File: config.mk
export PLATFORM = sky130hd
export DESIGN_NAME = particle_plotter
export DESIGN_NICKNAME = d
export VERILOG_FILES = /design/src/rtl/plot_pkg.sv /design/src/rtl/coord_fifo.sv /design/src/rtl/particle_plotter.sv
export SDC_FILE = /design/constraint.sdc
export NUM_CORES = 1
export LEC_CHECK = 0
export CORE_AREA = 2 2 238 240
export DETAILED_ROUTE_END_ITERATION = 10
export DIE_AREA = 0 0 240 242
export PLACE_DENSITY = 0.62
export SLEW_MARGIN = 30
export SYNTH_ARGS = -nofsm -noshare
export SYNTH_HDL_FRONTEND = slang
export SYNTH_SLANG_ARGS = --single-unit
File: constraint.sdc
create_clock -name clk_in -period 14.6 [get_ports clk_in]
set_input_delay 2.92 -clock clk_in [delete_from_list [all_inputs] [get_ports clk_in]]
set_output_delay 2.92 -clock clk_in [all_outputs]
set_load 0.05 [all_outputs]
File: src/rtl/plot_pkg.sv
// Shared types and defaults for the particle plotter
// and the upstream position-transform stage.
package plot_pkg;

  localparam int DEF_SCREEN_W = 320;
  localparam int DEF_SCREEN_H = 180;
  localparam int FB_ADDR_W    = 16;

  typedef enum logic [1:0] {
    IDLE,
    CLEAR,
    DRAW
  } plot_state_t;

  typedef logic [1:0][31:0] screen_coord_t;

endpackage

File: src/rtl/coord_fifo.sv
// Show-ahead synchronous FIFO buffering particle
// screen coordinates ahead of the rasteriser.
module coord_fifo
  import plot_pkg::*;
#(
  parameter int DEPTH = 8,
  parameter int AW    = $clog2(DEPTH)
) (
  input  logic          clk_in,
  input  logic          rst_n,
  input  logic          push,
  input  logic          pop,
  input  screen_coord_t din,
  output screen_coord_t dout,
  output logic [AW:0]   count,
  output logic          full,
  output logic          empty
);

  screen_coord_t mem [DEPTH];
  logic [AW-1:0] wr_ptr;
  logic [AW-1:0] rd_ptr;
  logic          do_push;
  logic          do_pop;

  assign full    = count == (AW+1)'(DEPTH);
  assign empty   = count == '0;
  assign do_push = push && !full;
  assign do_pop  = pop && !empty;
  assign dout    = mem[rd_ptr];

  always_ff @(posedge clk_in) begin
    if (do_push) mem[wr_ptr] <= din;
  end

  always_ff @(posedge clk_in or negedge rst_n) begin
    if (!rst_n) begin
      wr_ptr <= '0;
      rd_ptr <= '0;
      count  <= '0;
    end else begin
      if (do_push) wr_ptr <= wr_ptr + 1'b1;
      if (do_pop)  rd_ptr <= rd_ptr + 1'b1;
      count <= count + (AW+1)'(do_push) - (AW+1)'(do_pop);
    end
  end

endmodule

File: src/rtl/particle_plotter.sv
// Stamps buffered particle coordinates into the framebuffer
// and clears the frame to background on request.
module particle_plotter
  import plot_pkg::*;
#(
  parameter int SCREEN_W   = DEF_SCREEN_W,
  parameter int SCREEN_H   = DEF_SCREEN_H,
  parameter int STAMP      = 2,
  parameter int FIFO_DEPTH = 8,
  parameter int COLOR_W    = 4,
  parameter logic [COLOR_W-1:0] PARTICLE_COLOR = 4'hF,
  parameter logic [COLOR_W-1:0] BG_COLOR       = 4'h0
) (
  input  logic                 clk_in,
  input  logic                 rst_n,
  input  screen_coord_t        coord_in,
  input  logic                 data_valid_in,
  input  logic                 frame_start,
  output logic [FB_ADDR_W-1:0] fb_addr,
  output logic [COLOR_W-1:0]   fb_data,
  output logic                 fb_we,
  output logic                 clear_done,
  output logic                 busy,
  output logic [15:0]          dropped_count
);

  localparam int CW = $clog2(FIFO_DEPTH);
  localparam logic [FB_ADDR_W-1:0] LAST =
    FB_ADDR_W'(SCREEN_W * SCREEN_H - 1);
  localparam logic [1:0] SMAX = 2'(STAMP - 1);

  screen_coord_t  head;
  logic [CW:0]    fifo_count;
  logic           fifo_full;
  logic           fifo_empty;
  logic           pop;

  plot_state_t          state;
  logic                 pending;
  logic                 pend;
  logic signed [31:0]   cur_x;
  logic signed [31:0]   cur_y;
  logic [1:0]           dx;
  logic [1:0]           dy;
  logic [FB_ADDR_W-1:0] clr_cnt;

  logic signed [31:0]   xs;
  logic signed [31:0]   ys;
  logic                 in_x;
  logic                 in_y;
  logic                 last_slot;
  logic [FB_ADDR_W-1:0] pix_addr;

  coord_fifo #(
    .DEPTH (FIFO_DEPTH)
  ) u_fifo (
    .clk_in (clk_in),
    .rst_n  (rst_n),
    .push   (data_valid_in),
    .pop    (pop),
    .din    (coord_in),
    .dout   (head),
    .count  (fifo_count),
    .full   (fifo_full),
    .empty  (fifo_empty)
  );

  // frame_start counts as pending in its own cycle
  assign pend      = pending || frame_start;
  assign last_slot = (dx == SMAX) && (dy == SMAX);
  assign xs        = cur_x + $signed({30'd0, dx});
  assign ys        = cur_y + $signed({30'd0, dy});
  assign in_x      = (xs >= 0) && (xs < SCREEN_W);
  assign in_y      = (ys >= 0) && (ys < SCREEN_H);
  assign pix_addr  = FB_ADDR_W'(
    (in_y ? ys : 32'sd0) * SCREEN_W + (in_x ? xs : 32'sd0));

  always_comb begin
    pop = 1'b0;
    unique case (state)
      IDLE:    pop = !pend && !fifo_empty;
      CLEAR:   pop = (clr_cnt == LAST) && !fifo_empty;
      DRAW:    pop = last_slot && !pend && !fifo_empty;
      default: pop = 1'b0;
    endcase
  end

  always_ff @(posedge clk_in or negedge rst_n) begin
    if (!rst_n) begin
      state         <= IDLE;
      pending       <= 1'b0;
      cur_x         <= '0;
      cur_y         <= '0;
      dx            <= '0;
      dy            <= '0;
      clr_cnt       <= '0;
      fb_addr       <= '0;
      fb_data       <= '0;
      fb_we         <= 1'b0;
      clear_done    <= 1'b0;
      busy          <= 1'b0;
      dropped_count <= '0;
    end else begin
      clear_done <= 1'b0;
      busy       <= (state != IDLE) || (fifo_count != '0);
      if (data_valid_in && fifo_full && dropped_count != 16'hFFFF)
        dropped_count <= dropped_count + 16'd1;
      if (frame_start && state != CLEAR)
        pending <= 1'b1;
      unique case (state)
        IDLE: begin
          fb_we <= 1'b0;
          if (pend) begin
            state   <= CLEAR;
            clr_cnt <= '0;
            pending <= 1'b0;
          end else if (!fifo_empty) begin
            state <= DRAW;
          end
        end
        CLEAR: begin
          fb_we   <= 1'b1;
          fb_addr <= clr_cnt;
          fb_data <= BG_COLOR;
          clr_cnt <= clr_cnt + 1'b1;
          if (clr_cnt == LAST) begin
            clear_done <= 1'b1;
            state      <= fifo_empty ? IDLE : DRAW;
          end
        end
        DRAW: begin
          fb_we <= in_x && in_y;
          if (in_x && in_y) begin
            fb_addr <= pix_addr;
            fb_data <= PARTICLE_COLOR;
          end
          if (dx == SMAX) begin
            dx <= '0;
            dy <= dy + 2'd1;
          end else begin
            dx <= dx + 2'd1;
          end
          if (last_slot) begin
            if (pend) begin
              state   <= CLEAR;
              clr_cnt <= '0;
              pending <= 1'b0;
            end else if (fifo_empty) begin
              state <= IDLE;
            end
          end
        end
        default: state <= IDLE;
      endcase
      if (pop) begin
        cur_x <= $signed(head[0]);
        cur_y <= $signed(head[1]);
        dx    <= '0;
        dy    <= '0;
      end
    end
  end

endmodule

==> reports/metrics.yaml, run 1 <==
critical_path:
  worstSetupPathType: "reg -> reg"
  crit_fanout: 10
  rrSetupSlack_ps: 7950
  critical_path.top_delay_family: "simple AND/OR/NAND/NOR gates"
  crit_required_ps: 15130
  r2r-end: "fb_addr[15]"
  worstPathArrival_ps: 7190
  crit_chain: "ha_1 > inv_1 > fa_1 > and4b_1 > and4_1 > or4_1 > a221o_1 > or4_4 > or3_1 > nor2_1 > ha_1 > ha_1 > fa_1 > ha_1 > nand2_1 > o21ai_0 > o41ai_1 > o21ai_0 > xnor2_1 > or3_1 > a31oi_1 > mux2_2"
  r2r-start: "dy[0]"
  cp_slowest_cell: "or4_4"
  crit_path_max_incr_delay_ps: 530
  startpoint_type: "flop"
  path_buf_inv: 1
  crit_path_end_kind: "flop"
  cpMostUsedCell: "ha_1"
  ff2ff_path_depth: 22
synthesis:
  yosysMostFrequentCell: "edfxtp_1"
  synth_common_cells: "512 x edfxtp_1, 133 x dfrtp_1, 128 x mux4_2, 123 x nor2_1, 89 x a21oi_1"
  synth_edf_count: 512
  netlist.area_leader.share_pct: 57.1
  synth_cell_types: 74
  synth_flop_cell: "edfxtp_1"
  ys_seq_elements: 645
  ys_seq_area_share_pct: 69.4
  synth_cells: 1585
  synthTopCellsByArea: "edfxtp_1 57%, dfrtp_1 12%, mux4_2 11%, mux2i_1 2.5%, ha_1 1.9%"
  syn_area_per_cell_um2: 17.0
  ys_async_sr_fraction_pct: 20.6
  ys_warn_count: 0
  synth_area_um2: 26900
  synth_top_area_cell: "edfxtp_1"
power:
  powerDensity_nw_per_um2: 194
  p_switching_uw: 1940
  vdd_ir_drop_max_v: 0.0000952
  seqPwrFrac_pct: 43.2
  p_leak_uw: 0.0110
  p_int_uw: 4130
  switching_share_pct: 32.0
  comb_power_share_pct: 28.2
  p_clk_share_pct: 28.6
cells_and_area:
  multi_input_area_um2: 7910
  finalNetCount: 1844
  post-route-util_pct: 56.2
  post-route-cell-area_um2: 31300
  drive_gt1_share_pct: 17.5
  n_fill_cell: 4343
  areaGrowthSynthToFinish_pct: 16.3
  seqCellArea_um2: 18700
sta:
  slew_headroom_pct: 37.2
  tightest_slew_ps: 942
  setup_viol: 0
  max_freq_mhz: 150
  finalHoldViolCount: 0
  fin_crit_sh_pct: 45.6
  rsz0062_at_grt: "no"
  fin_skew_ps: 27.2
  min_period_ps: 6650
  report.final.slew_viol_count: 0
  finalSetupTns_ps: 0
  holdWs_ps: 481
global_route:
  grt_pass1_vias: 14574
  grt_first_pass_wirelength_um: 85500
  grt_usage_pct: 19.4
  antenna_found_initial: 6
  grt_max_degree: 74
  overflow: 0
placed_design:
  postPlaceCellArea_um2: 29000
  portBuffers: 106
  post-dp-hpwl_um: 32600
  gp_congestion: 0.833
floorplanning:
  die-area_um2: 58100
  chipWidth_um: 240
  rows: 87
  initial_utilization_pct: 48.3
  die_y_um: 242
  io_pins: 107
  coreArea_um2: 55700
routing:
  finalWirelength_um: 55100
  vias: 14191
  ant_nets: 0
  drc: 0
  dr.first_iter.drc_count: 979
  post_drt_wl_per_cell_um: 21.7
  drtPass1Iterations: 5
  routed_via_density: 5.58
cts:
  root_buffer: "clkbuf_16"
  cts_max_path_buffers: 3
  clk-insertion-delay-late_ps: 610
  cts_resized: 0
  cts.hold.buffers_added: 0
  clock_sinks: 645
  h-tree-depth: 3
  cts_setup_buffers: 0
  clk_pin_slew_ps: 60
  cts_tree: "yes"
  cts-buffers-inserted: 71
worst_hold_path:
  worstHoldEndpoint: "fb_addr[13]"
  min_path_cells: 1
  worstHoldStart: "fb_addr[13]"
  hp-class: "reg -> reg"
status:
  status: "finished clean"
job:
  cap_violations: 0
-- layer usage --
layer / wire [µm] / vias up / track usage [%]
li1: - / 6523 / -
met3: 2650 / 86 / 3.74
met5: 55 / - / 0
met2: 26800 / 294 / 31.6
met1: 24400 / 7280 / 27.0
met4: 1210 / 8 / 5.32
-- state kept, by name, indices dropped and copies added (netlist names), 2 cells and up --
name and cells:
fb_addr 16, state 2, cur_y 32, u_fifo.wr_ptr 3, clr_cnt 16, u_fifo.count 4
u_fifo.mem 512, cur_x 32, dy 2, u_fifo.rd_ptr 3, dropped_count 16, dx 2
-- placed cells by master, fill, tap and decap left out, types with 10 or more instances in the layout --
cell	netlist	routed
a21oi_1	89	89
and3_1	10	10
buf_4	5	22
clkbuf_1	41	13
clkbuf_16	0	73
clkdlybuf4s50_1	0	105
clkinv_2	0	18
dfrtp_1	133	130
edfxtp_1	512	512
ha_1	40	40
inv_1	32	32
mux2_1	10	10
mux2_2	19	19
mux2i_1	68	68
mux4_2	128	128
nand2_1	51	51
nand3_1	38	38
nand4_1	23	23
nor2_1	123	117
nor3_1	18	15
o21ai_0	17	17
xnor2_1	47	47
xor2_1	28	28
-- cell type report --
| cell class | instances | share of cell area (%) |
|---|---|---|
| Antenna cell | 2 | 0.0160 |
| Clock buffer | 89 | 6.12 |
| Clock inverter | 40 | 1.19 |
| Inverter | 32 | 0.384 |
| Multi-Input combinational cell | 848 | 25.3 |
| Sequential cell | 645 | 59.8 |
| Tap cell | 756 | 3.02 |
| Timing Repair Buffer | 133 | 4.23 |
-- cells by family (layout without fill, tap and decap cells) --
family | after synthesis | in the layout | share of synthesized area [%]
flip-flops | 645 | 645 | 69.4
AND/OR/NAND/NOR | 329 | 329 | 6.07
multiplexers | 225 | 225 | 14.4
AO/OA/AOI/OAI | 167 | 167 | 3.83
buffers and inverters | 98 | 294 | 1.53
XOR/XNOR | 75 | 75 | 2.44
adder cells (fa/ha/maj) | 45 | 45 | 2.23
other | 1 | 9 | 0.0139
-- power by group through the flow --
stage                     registers (µW)  clock network [µW]  logic, µW
final                               2630                1730       1710
after global routing                2670                1850       1880
after CTS                           2650                1780       1730
after detailed placement            2680                   0       1720
after global placement              2660                   0       1700
after floorplan                     2580                   0       1280
-- how the worst max path moves through the flow --
| stage | depth (start not counted) | startpoint | to | slack, ps |
|---|---|---|---|---|
| floorplan | 3 | data_valid_in | u_fifo.mem[0][0] | 6230 |
| detailed placement | 22 | dy[0] | fb_addr[15] | 7980 |
| global route | 22 | dy[0] | fb_addr[15] | 7560 |
| finish | 22 | dy[0] | fb_addr[15] | 7950 |
| global placement | 22 | dy[0] | fb_addr[15] | 8100 |
| CTS | 22 | dy[0] | fb_addr[15] | 7950 |
-- metrics by stage --
stage                     worst slack, ps  cells  power, µW
after floorplan                      6230   1591       3870
after global placement               8100   2411       4360
after detailed placement             7980   2413       4400
after CTS                            7950   2542       6150
after global routing                 7560   2544       6400
final                                7950   2545       6070
(Power assumes the default switching activity.)
==> run 2: changes to the inputs <==
--- a/config.mk
+++ b/config.mk
@@ -8,7 +8,7 @@
 export CORE_AREA = 2 2 238 240
 export DETAILED_ROUTE_END_ITERATION = 10
 export DIE_AREA = 0 0 240 242
-export PLACE_DENSITY = 0.62
+export PLACE_DENSITY = 0.64
 export SLEW_MARGIN = 30
 export SYNTH_ARGS = -nofsm -noshare
 export SYNTH_HDL_FRONTEND = slang
==> constraint.sdc (replaced) <==
create_clock -name clk_in -period 6 [get_ports clk_in]
set_input_delay 1.2 -clock clk_in [delete_from_list [all_inputs] [get_ports clk_in]]
set_output_delay 1.2 -clock clk_in [all_outputs]
set_load 0.05 [all_outputs]
==> run 2 against run 1 <==
Net effect: via count increased by 0.66%; global-route usage shrank 0.39 points; non-clock buffer count up 19; clock power is 140% higher; fmax grew 15%.
==> reports/metrics.yaml, run 2 (synthesis gave the netlist of run 1 again) <==
sta:
  finalSetupTns_ps: 0  # unchanged
  min_period_ps: 5760  # -889 ps
  report.final.slew_viol_count: 0  # unchanged
  fin_skew_ps: 19.1  # -8.00 ps
  setup_slack_ps: 237  # -7710 ps
  max_freq_mhz: 174  # +15%
  slew_headroom_pct: 37.8  # +0.57 points
  finalHoldViolCount: 0  # unchanged
  tightest_slew_ps: 931  # -10.8 ps
  fin_crit_sh_pct: 96.1  # +50 points
  setup_viol: 0  # unchanged
critical_path:
  crit_fanout: 4  # -6
  startpoint_type: "flop"
  worstPathArrival_ps: 6230  # -960 ps
  r2r-end: "fb_addr[14]"
  rrSetupSlack_ps: 240  # -7710 ps
  ff2ff_path_depth: 21  # -4.5%
  r2r-start: "cur_y[0]"
  crit_path_end_kind: "flop"
  crit_required_ps: 6470  # -8660 ps
  worstSetupPathType: "reg -> reg"
cts:
  clk-insertion-delay-late_ps: 600  # about the same
  cts_max_path_buffers: 3  # unchanged
  clock_sinks: 645  # unchanged
  cts_tree: "yes"
  cts-buffers-inserted: 69  # -2.8%
  h-tree-depth: 3  # unchanged
  root_buffer: "clkbuf_16"
  clk_pin_slew_ps: 60  # about the same
floorplanning:
  die_y_um: 242  # unchanged
  die-area_um2: 58100  # unchanged
  coreArea_um2: 55700  # unchanged
  initial_utilization_pct: 48.3  # unchanged
  chipWidth_um: 240  # unchanged
  rows: 87  # unchanged
  io_pins: 107  # unchanged
global_route:
  grt_first_pass_wirelength_um: 83800  # -2.0%
  grt_pass1_vias: 14452  # -0.84%
  grt_usage_pct: 19.1  # -0.39 points
  grt_max_degree: 136  # +84%
  overflow: 0  # unchanged
  antenna_found_initial: 3  # -3
cells_and_area:
  finalNetCount: 1861  # +0.92%
  largest_register: "u_fifo.mem"
  areaGrowthSynthToFinish_pct: 17.2
  largest_register_ffs: 512  # unchanged
  final_cell_mix: "512 x edfxtp_1, 130 x dfrtp_1, 128 x mux4_2"
  drive_gt1_share_pct: 18.8  # +1.3 points
  reg.largest.list: "u_fifo.mem x512, cur_x x32, cur_y x32"
  n_fill_cell: 4348  # +0.12%
  post-route-cell-area_um2: 31600  # +0.85%
  final_common_cell: "edfxtp_1"
placed_design:
  post-dp-hpwl_um: 32600  # about the same
  gp_congestion: 0.824  # -1.1%
  portBuffers: 106  # unchanged
  postPlaceCellArea_um2: 29200  # +0.79%
  pre_cts_ws_ps: 43.4  # -7930 ps
status:
  status: "finished clean"
routing:
  ant_nets: 0  # unchanged
  routed-wl-met2_um: 26600  # -0.77%
  met3_length_um: 2490  # -6.2%
  routed.top_layer: "met5"
  drc: 0  # unchanged
  drtPass1Iterations: 4  # -1
  routed_via_density: 5.58  # +0.10%
  post_drt_wl_per_cell_um: 21.3  # -1.7%
  vias: 14284  # +0.66%
  finalWirelength_um: 54500  # -1.2%
  dr.first_iter.drc_count: 947  # -3.3%
  wl_met1_um: 24100  # -1.4%
power:
  powerDensity_nw_per_um2: 470  # +140%
  p_leak_uw: 0.0111  # +0.90%
  vdd_ir_drop_max_v: 0.000364  # +280%
  total_power_uw: 14800  # +140%
worst_hold_path:
  min_path_cells: 1  # unchanged
  worstHoldStart: "fb_addr[8]"
  hp-class: "reg -> reg"
  worstHoldEndpoint: "fb_addr[8]"
job:
  cap_violations: 0  # unchanged
-- run 2: cell type report --
cell class	count	area (µm²)	area share, %
Clock inverter	37	434	1.38
Inverter	32	120	0.380
Tap cell	756	946	3.00
Clock buffer	88	1840	5.82
Antenna cell	1	2.50	0.00793
Sequential cell	645	18700	59.3
Multi-Input combinational cell	848	7990	25.3
Timing Repair Buffer	152	1530	4.85
-- run 2: worst max-delay path by stage --
| stage | from | endpoint | cells after the start |
|---|---|---|---|
| finish | cur_y[0] | fb_addr[14] | 21 |
| global route | cur_y[0] | fb_addr[15] | 22 |
| CTS | cur_y[0] | fb_addr[15] | 22 |
| detailed placement | cur_y[0] | fb_addr[15] | 22 |
| global placement | cur_y[0] | fb_addr[15] | 23 |
| floorplan | dy[0] | fb_addr[15] | 24 |
-- run 2: power breakdown --
| part | switching [µW] | internal, µW |
|---|---|---|
| registers | 729 | 5710 |
| logic | 2260 | 1920 |
| clock network | 1730 | 2500 |
-- run 2: worst max-delay path, stage by stage, from the launching register on --
cell     delay (ps)
dfrtp_1         380
ha_1            210
inv_1            70
fa_2            200
and4b_1         210
and4_1          210
or4_1           400
a221o_1         340
or4_4           510
or3_4           390
nor2_4          130
ha_1            240
ha_2            200
fa_1            520
ha_4            250
buf_4           140
a21o_1          150
a21oi_1         210
o21ai_0         160
xor2_1          160
mux2_2          270
mux2_1          290
-- run 2: stage by stage --
stage	hold slack, ps	utilization, %	cells
CTS	487	56.5	2555
detailed placement	474	52.4	2430
global route	499	56.7	2559
finish	482	56.7	2559
global placement	466	52.4	2429
floorplan	480	-	1591
-- run 2: what timing repair did --
item | 4_1_cts | 5_1_grt
resized for setup | 0 | 17
hold buffers | 0 | 0
hold endpoints to repair | 0 | 0
setup endpoints to repair | 0 | 3
setup buffers | 0 | 3
-- run 2: routing by layer --
| layer | vias up | GRT usage [%] |
|---|---|---|
| li1 | 6557 | - |
| met1 | 7329 | 26.2 |
| met2 | 314 | 31.1 |
| met3 | 80 | 3.35 |
| met4 | 4 | 6.27 |
| met5 | - | 0 |
==> run 3: changes to the inputs <==
--- a/config.mk
+++ b/config.mk
@@ -8,6 +8,7 @@
 export CORE_AREA = 2 2 238 240
 export DETAILED_ROUTE_END_ITERATION = 10
 export DIE_AREA = 0 0 240 242
+export GPL_TIMING_DRIVEN = 0
 export PLACE_DENSITY = 0.64
 export SLEW_MARGIN = 30
 export SYNTH_ARGS = -nofsm -noshare
==> run 3 against run 2 <==
Net effect: register-to-register slack got worse by 200 ps; count of clock-buffer cells in the layout increased by 3; global-route usage increased by 1.3 points; setup slack got worse by 200 ps; wire length increased by 5.0%; first-iteration DRC count increased by 35%; sequential cell count unchanged; final area increased by 2.3%; largest cell class unchanged; largest power group unchanged.
==> reports/metrics.yaml, run 3 (synthesis gave the netlist of run 1 again) <==
global_route:
  overflow: 0  # unchanged
  gr-max-usage-layer: "met2"
  grt_first_pass_wirelength_um: 88700  # +5.8%
  use_met2_pct: 33.0  # +1.9 points
  grt_max_degree: 77  # -43%
  antenna_found_initial: 5  # +2
  grt_pass1_vias: 15208  # +5.2%
  grt_usage_pct: 20.4  # +1.3 points
  use_met1_pct: 28.0  # +1.9 points
  met3_usage_pct: 3.46  # +0.11 points
power:
  comb_power_share_pct: 32.1  # +3.9 points
  p_switching_uw: 4890  # +3.7%
  switching_share_pct: 32.5  # +0.70 points
  seqPwrFrac_pct: 41.1  # -2.3 points
  p_leak_uw: 0.0113  # +2.4%
  p_int_uw: 10200  # +0.41%
  powerDensity_nw_per_um2: 466  # -0.86%
  p_clk_share_pct: 26.8  # -1.7 points
  vdd_ir_drop_max_v: 0.000282  # -23%
floorplanning:
  rows: 87  # unchanged
  die-area_um2: 58100  # unchanged
  die_y_um: 242  # unchanged
  initial_utilization_pct: 48.3  # unchanged
  chipWidth_um: 240  # unchanged
  coreArea_um2: 55700  # unchanged
  io_pins: 107  # unchanged
sta:
  report.final.slew_viol_count: 0  # unchanged
  max_freq_mhz: 168  # -3.3%
  rsz0062_at_grt: "yes"
  setup_viol: 0  # unchanged
  fin_crit_sh_pct: 99.4  # +3.3 points
  holdWs_ps: 481  # -1.08 ps
  fin_skew_ps: 27.1  # +7.96 ps
  slew_headroom_pct: 37.4  # -0.42 points
  finalHoldViolCount: 0  # unchanged
  setup_slack_ps: 37.9  # -199 ps
  tightest_slew_ps: 940  # +8.46 ps
  min_period_ps: 5960  # +199 ps
critical_path:
  worstSetupPathType: "reg -> reg"
  crit_fanout: 7  # +3
  critical_path.top_delay_family: "simple AND/OR/NAND/NOR gates"
  worstPathArrival_ps: 6520  # +290 ps
  path_buf_inv: 2  # unchanged
  cp_slowest_cell: "or4_4"
  crit_required_ps: 6560  # +90 ps
  startpoint_type: "flop"
  crit_path_end_kind: "flop"
  crit_chain: "ha_4 > inv_1 > fa_2 > buf_6 > and4b_1 > and4_4 > or4_4 > a221o_1 > or4_4 > or3_4 > nor2_4 > ha_1 > ha_2 > fa_1 > ha_4 > nand2_1 > o21ai_2 > o41ai_2 > o21ai_1 > xnor2_1 > or3_4 > a31oi_4 > mux2_2"
  crit_path_max_incr_delay_ps: 550  # +30 ps
routing:
  vias: 14718  # +3.0%
  ant_nets: 0  # unchanged
  post_drt_wl_per_cell_um: 21.7  # +1.9%
  finalWirelength_um: 57200  # +5.0%
  dr.first_iter.drc_count: 1274  # +35%
  routed_via_density: 5.58  # about the same
  drc: 0  # unchanged
  drtPass1Iterations: 5  # +1
cts:
  clock_sinks: 645  # unchanged
  cts_max_path_buffers: 3  # unchanged
  cts_tree: "yes"
  clk-insertion-delay-late_ps: 620  # +20 ps
  h-tree-depth: 3  # unchanged
  cts-buffers-inserted: 69  # unchanged
  root_buffer: "clkbuf_16"
  cts.hold.buffers_added: 0  # unchanged
  clk_pin_slew_ps: 60  # about the same
cells_and_area:
  final_cell_mix: "512 x edfxtp_1, 130 x dfrtp_1, 128 x mux4_2"
  areaGrowthSynthToFinish_pct: 20.0
  drive_gt1_share_pct: 19.4  # +0.55 points
  post-route-util_pct: 58.0  # +1.3 points
  final_cells: 2637  # +3.0%
  final_common_cell: "edfxtp_1"
  largest_register_ffs: 512  # unchanged
  largest_register: "u_fifo.mem"
  reg.largest.list: "u_fifo.mem x512, cur_x x32, cur_y x32"
  finalNetCount: 1933  # +3.9%
status:
  status: "finished clean"
job:
  cap_violations: 0  # unchanged
placed_design:
  portBuffers: 106  # unchanged
  placed_cells: 2494  # +2.6%
  post-dp-hpwl_um: 38800  # +19%
  gp_congestion: 0.834  # +1.2%
  pre_cts_ws_ps: -630  # -673 ps
worst_hold_path:
  hp-class: "reg -> reg"
run 3: path summary, 6_finish.rpt:
kind                       slack, ps  depth (start not counted)           endpoint         from
max                               40                         23        fb_addr[15]     cur_y[0]
max in group asynchronous       4710                          2          cur_x[19]        rst_n
max reg2reg                       40                         23        fb_addr[15]     cur_y[0]
min in group asynchronous        520                          1  dropped_count[11]        rst_n
min                              480                          1        fb_addr[11]  fb_addr[11]
min reg2reg                      480                          1        fb_addr[11]  fb_addr[11]
run 3: routing by layer:
metal	vias up	part of all wire, %
li1	6703	-
met1	7547	43
met2	378	50
met3	86	4.8
met4	4	2.4
met5	-	0.045
run 3: timing repair:
item	CTS	global route
buffers inserted	8	3
resized for setup	14	16
gates cloned	0	0
pin swaps	9	10
endpoints found under the setup margin	5	4
run 3: area by class of cell:
cell class,count,area (µm²)
clock inverter,35,239
buffer,65,295
tap,756,946
antenna,6,15.0
fill,4265,23400
inverter,32,120
sequential,645,18700
multi-input combinational,848,8040
clock buffer,91,1900
timing repair buffer,159,2040
run 3: metrics by stage:
stage	TNS (ps)	cell area, µm²	total power, µW
global route	-119	32300	15900
floorplan	0	27000	9410
finish	0	32300	15100
global placement	-1436270	29000	10800
CTS	0	32200	15200
detailed placement	-1400	29900	11100
run 3: power groups by stage:
stage	registers (µW)	logic (µW)	clock network [µW]
after floorplan	6280	3130	0
after global placement	6330	4450	0
after detailed placement	6270	4850	0
after CTS	6180	4900	4120
after global routing	6280	5300	4300
final	6190	4840	4030
